==> src/rtl/pipeline_hazard_ctrl.sv <==
// Five-stage pipeline hazard unit: forwarding selects, load-use bubbles, branch flushes, memory-wait stall FSM.
// Stall/flush/forward outputs are combinational; a memory wait holds the pipe until ready or MEM_TIMEOUT cycles.
module pipeline_hazard_ctrl #(
    parameter int WIDTH       = 32,
    parameter int MEM_TIMEOUT = 15
) (
    input  logic        clk_i,
    input  logic        rst_i,
    input  logic [4:0]  rs1_addr_d_i,
    input  logic [4:0]  rs2_addr_d_i,
    input  logic [4:0]  rs1_addr_e_i,
    input  logic [4:0]  rs2_addr_e_i,
    input  logic [4:0]  wr_addr_e_i,
    input  logic [4:0]  wr_addr_m_i,
    input  logic [4:0]  wr_addr_w_i,
    input  logic        reg_wr_en_m_i,
    input  logic        reg_wr_en_w_i,
    input  logic        result_src_e_i,
    input  logic        pc_src_e_i,
    input  logic        mem_req_m_i,
    input  logic        mem_ready_i,
    output logic        stall_f_o,
    output logic        stall_d_o,
    output logic        stall_e_o,
    output logic        stall_m_o,
    output logic        flush_d_o,
    output logic        flush_e_o,
    output logic        flush_w_o,
    output logic [1:0]  fwd_a_e_o,
    output logic [1:0]  fwd_b_e_o,
    output logic        timeout_err_o,
    output logic [15:0] stall_cycles_o
);

    localparam int CW = $clog2(MEM_TIMEOUT) + 1;
    localparam logic [0:0] RUN  = 1'b0;
    localparam logic [0:0] WAIT = 1'b1;
    localparam logic [CW-1:0] LAST_CNT = CW'(MEM_TIMEOUT - 1);

    logic [0:0]    r_state;
    logic [CW-1:0] r_wait_cnt;
    logic          r_timeout_err;
    logic [15:0]   r_stall_cycles;

    logic [0:0]    w_state;
    logic [CW-1:0] w_wait_cnt;
    logic          w_mem_miss;
    logic          w_mem_stall;
    logic          w_timeout;
    logic          w_load_use;

    // During the reset cycle the outputs are evaluated as if already in RUN.
    assign w_state    = rst_i ? RUN : r_state;
    assign w_wait_cnt = rst_i ? '0  : r_wait_cnt;

    assign w_mem_miss  = mem_req_m_i & ~mem_ready_i;
    assign w_mem_stall = ((w_state == RUN)  & w_mem_miss) |
                         ((w_state == WAIT) & ~mem_ready_i & (w_wait_cnt < LAST_CNT));
    assign w_timeout   = (r_state == WAIT) & ~mem_ready_i & (r_wait_cnt == LAST_CNT);

    assign w_load_use = result_src_e_i & (wr_addr_e_i != 5'd0) &
                        ((wr_addr_e_i == rs1_addr_d_i) | (wr_addr_e_i == rs2_addr_d_i));

    function automatic logic [1:0] fwd_sel(input logic [4:0] rs);
        if (reg_wr_en_m_i && (wr_addr_m_i != 5'd0) && (wr_addr_m_i == rs))
            return 2'b10;
        else if (reg_wr_en_w_i && (wr_addr_w_i != 5'd0) && (wr_addr_w_i == rs))
            return 2'b01;
        else
            return 2'b00;
    endfunction

    assign fwd_a_e_o = fwd_sel(rs1_addr_e_i);
    assign fwd_b_e_o = fwd_sel(rs2_addr_e_i);

    always_comb begin
        stall_f_o = 1'b0;
        stall_d_o = 1'b0;
        stall_e_o = 1'b0;
        stall_m_o = 1'b0;
        flush_d_o = 1'b0;
        flush_e_o = 1'b0;
        flush_w_o = 1'b0;
        if (w_mem_stall) begin
            // Held E stage re-presents any branch/load once memory releases.
            stall_f_o = 1'b1;
            stall_d_o = 1'b1;
            stall_e_o = 1'b1;
            stall_m_o = 1'b1;
            flush_w_o = 1'b1;
        end else if (pc_src_e_i) begin
            flush_d_o = 1'b1;
            flush_e_o = 1'b1;
        end else if (w_load_use) begin
            stall_f_o = 1'b1;
            stall_d_o = 1'b1;
            flush_e_o = 1'b1;
        end
    end

    always_ff @(posedge clk_i) begin
        if (rst_i) begin
            r_state        <= RUN;
            r_wait_cnt     <= '0;
            r_timeout_err  <= 1'b0;
            r_stall_cycles <= 16'd0;
        end else begin
            case (r_state)
                RUN: begin
                    if (w_mem_miss) begin
                        r_state    <= WAIT;
                        r_wait_cnt <= '0;
                    end
                end
                WAIT: begin
                    if (mem_ready_i) begin
                        r_state <= RUN;
                    end else if (w_timeout) begin
                        r_state       <= RUN;
                        r_wait_cnt    <= '0;
                        r_timeout_err <= 1'b1;
                    end else begin
                        r_wait_cnt <= r_wait_cnt + 1'b1;
                    end
                end
                default: r_state <= RUN;
            endcase
            if (stall_f_o && (r_stall_cycles != 16'hFFFF))
                r_stall_cycles <= r_stall_cycles + 16'd1;
        end
    end

    assign timeout_err_o  = r_timeout_err;
    assign stall_cycles_o = r_stall_cycles;

endmodule
==> config.mk <==
export PLATFORM = sky130hd
export DESIGN_NAME = pipeline_hazard_ctrl
export DESIGN_NICKNAME = d
export VERILOG_FILES = /design/src/rtl/pipeline_hazard_ctrl.sv
export SDC_FILE = /design/constraint.sdc
export NUM_CORES = 1
export LEC_CHECK = 0
export ABC_AREA = 1
export BUFFER_PORTS_ARGS = -buffer_cell sky130_fd_sc_hd__buf_2
export CAP_MARGIN = 20
export CORE_UTILIZATION = 49
export DETAILED_ROUTE_END_ITERATION = 16
export GPL_ROUTABILITY_DRIVEN = 0
export PLACE_DENSITY = 0.8
export REMOVE_ABC_BUFFERS = 1
export SETUP_SLACK_MARGIN = 0.1
export SYNTH_ARGS = -nofsm -noshare
export SYNTH_HDL_FRONTEND = slang
export SYNTH_SLANG_ARGS = --single-unit
==> constraint.sdc <==
create_clock -name clk_i -period 1.7 [get_ports clk_i]
set_input_delay 0.17 -clock clk_i [delete_from_list [all_inputs] [get_ports clk_i]]
set_output_delay 0.17 -clock clk_i [all_outputs]
set_load 0.02 [all_outputs]
==> flow_summary.ini <==
[status]
status = finished, violations left
violations = setup timing

[place]
dp_hpwl_mm = 3.24
postPlaceCellArea_um2 = 2240
pre_cts_ws_ns = 0.0959
portBuffers = 70

[clocking]
cts-buffers-inserted = 3
path_clk_slew_ns = 0.09
tritoncts = yes
clk_latency_ns = 0.27
cts-root-buf = clkbuf_8
cts_max_level = 1
cts_buffer_depth = 2
cts.sinks = 23

[global_route]
grt-ovfl-total = 0
antenna_found_initial = 0
grt_pass1_vias = 1828
grt_pass1_wl_mm = 7.16
grt_max_degree = 19
grt_usage_pct = 21.8

[logic_synthesis]
synth_cells = 286
synthXorXnorAreaFrac_pct = 14.4
synth-simple-area-share_pct = 38.2
synth_ff_type = dfxtp_1
synth_top_area_share_pct = 25.3
synth_mux_area_share_pct = 0
synth_cell_type_count = 24
synthArstFlopShare_pct = 0
netlist_area_um2 = 1820
synth.largest_area_cell = dfxtp_1
synth_fa_ha_area_share_pct = 2.06
syn_area_per_cell_um2 = 6.37
synth_seq_cells = 23
ys_seq_area_share_pct = 25.3
synth_warnings = 0
synth_edf_count = 0
synth_compound_area_share_pct = 8.30
synth_top_family_by_area = simple AND/OR/NAND/NOR gates
ys_top_cells_by_area = dfxtp_1 (25%), nand2_1 (13%), nor2_1 (8.6%)

[finish]
area_growth_pct = 40.4
drive_above_1_share_pct = 37.5
diodes = 0
fin_util_pct = 74.3
fin_nets = 418
stdcell_area_um2 = 2560

[critical_path]
cp-start-kind = flip-flop
r2r_end = stall_cycles_o[10]
r2r_start = stall_cycles_o[4]
cp.required_ns = 1.86
reg2reg_slack_ns = -0.02
cp.arrival_ns = 1.88
rr_worst_depth = 9
worstSetupEndpointType = flip-flop
crit_type = reg2reg
crit_path_max_fanout = 5

[pwr]
p_leak_nw = 1.30
p_per_area_nw_per_um2 = 527
peakVddDrop_v = 0.000508

[sta]
finalClockSkew_ns = 0.00447
setup_viol = 1
hold_viol = 0
setup_slack_ns = -0.0203
drv_slew = 0
period_share_pct = 101
worst_pin_slew_ns = 0.589
rsz0062_at_grt = true
min_period_ns = 1.72
max_freq_mhz = 581
timing.slew.headroom_pct = 60.3

[route]
antenna_left = 0
dr_total_vias = 2109
drcViolationCount = 0
drt-initial-drc-count = 212
viasPerCell = 5.06
routedWlPerCell_um = 12.0
routed_wl_mm = 5.01
drtPass1Iterations = 4

[hold_path]
worstHoldStart = rst_i
hold_path_class = in2reg
whs_path_depth = 2
hold_path_end = r_wait_cnt[1]

[floorplanning]
core_area_um2 = 3440
dieHeight_um = 63.0
rows = 21
ios = 71
die_w_um = 63.0
die_area_um2 = 3970
initial_core_util_pct = 53.0

[flow_run]
drv_cap = 0
## cells by family (layout without fill, tap and decap cells)
group	after synthesis	after routing
AND/OR/NAND/NOR	154	155
buffers and inverters	48	132
flip-flops	23	23
AO/OA/AOI/OAI	28	28
XOR/XNOR	30	30
adder cells (fa/ha/maj)	3	3
## cells in the mapped netlist (3+ instances only)
cell type / instances
a21oi_1: 18
buf_4: 5
dfxtp_1: 23
ha_1: 3
inv_1: 40
nand2_1: 62
nand2_2: 5
nand3_1: 23
nand4_1: 5
nor2_1: 42
nor3_1: 4
nor4_1: 3
o21ai_0: 7
or2_2: 3
xnor2_1: 15
xor2_1: 15
## worst max-delay path by stage
stage	start	to	slack [ns]
global placement	stall_cycles_o[0]	stall_cycles_o[4]	0.12
detailed placement	stall_cycles_o[0]	stall_cycles_o[4]	0.1
finish	stall_cycles_o[4]	stall_cycles_o[10]	-0.02
floorplan	r_state	stall_cycles_o[15]	-0.37
global route	stall_cycles_o[4]	stall_cycles_o[10]	-0.10
CTS	stall_cycles_o[0]	stall_cycles_o[1]	0.11
## registers in the layout (all words and copies together) (netlist names)
register / count
stall_cycles_o: 16
r_wait_cnt: 5
r_state: 1
timeout_err_o: 1
## stage by stage
step           power [W]  instances  hold slack (ns)  TNS (ns)
2_1_floorplan   0.000791        279            0.239     -3.82
3_3_place_gp    0.000937        402            0.436         0
3_5_place_dp    0.000944        402            0.443         0
4_1_cts          0.00131        409            0.152         0
5_1_grt          0.00142        417            0.159    -0.380
6_report         0.00135        417            0.154   -0.0203
## power by group
| group | switching [W] | internal [W] |
|---|---|---|
| logic | 0.000223 | 0.000200 |
| clock network | 0.000183 | 0.000164 |
| registers | 0.0000221 | 0.000557 |
## area by class of cell
class	instances	area [um2]
inverters	41	154
clock inverters	1	5.00
multi-input cells	216	1270
fillers	280	883
repair buffers	87	552
well taps	46	57.6
clock buffers	3	41.3
flip-flops and latches	23	478
## routing by layer
layer / track usage, % / vias up / part of all wire, %
met2: 41.1 / 79 / 52
met4: 5.81 / 0 / 0.96
met5: 0 / - / 0
met3: 4.38 / 8 / 4.8
li1: - / 1077 / -
met1: 24.2 / 945 / 43
## cell usage in the layout, fill, tap and decap left out, types with 4 or more instances in the layout
cell type	count
buf_2	67
nand2_1	59
nor2_1	39
inv_1	35
nand3_1	19
xor2_1	15
xnor2_1	15
a21oi_1	15
buf_4	14
dfxtp_1	13
dfxtp_2	8
inv_2	6
o21ai_0	6
nand4_1	5
nand2_2	5
nor2_4	4
nand3_2	4
## worst max-delay path, stage by stage, from the launching register on
cell and delay (ns):
dfxtp_2 0.37, nand2_1 0.10, nor2_2 0.17, nand2_4 0.10, nor2_4 0.24, nand4_4 0.20
nand3_2 0.12, inv_1 0.06, a21oi_1 0.18, nor2_1 0.07
## what timing repair did
item / 4_1_cts / 5_1_grt
gates resized for setup: 5 / 43
pin swaps: 1 / 18
buffers inserted: 2 / 6
hold buffers: 0 / 0
cloned: 1 / 2
endpoints found under the setup margin: 5 / 22
No activity file was read; power rests on OpenSTA's default activity.
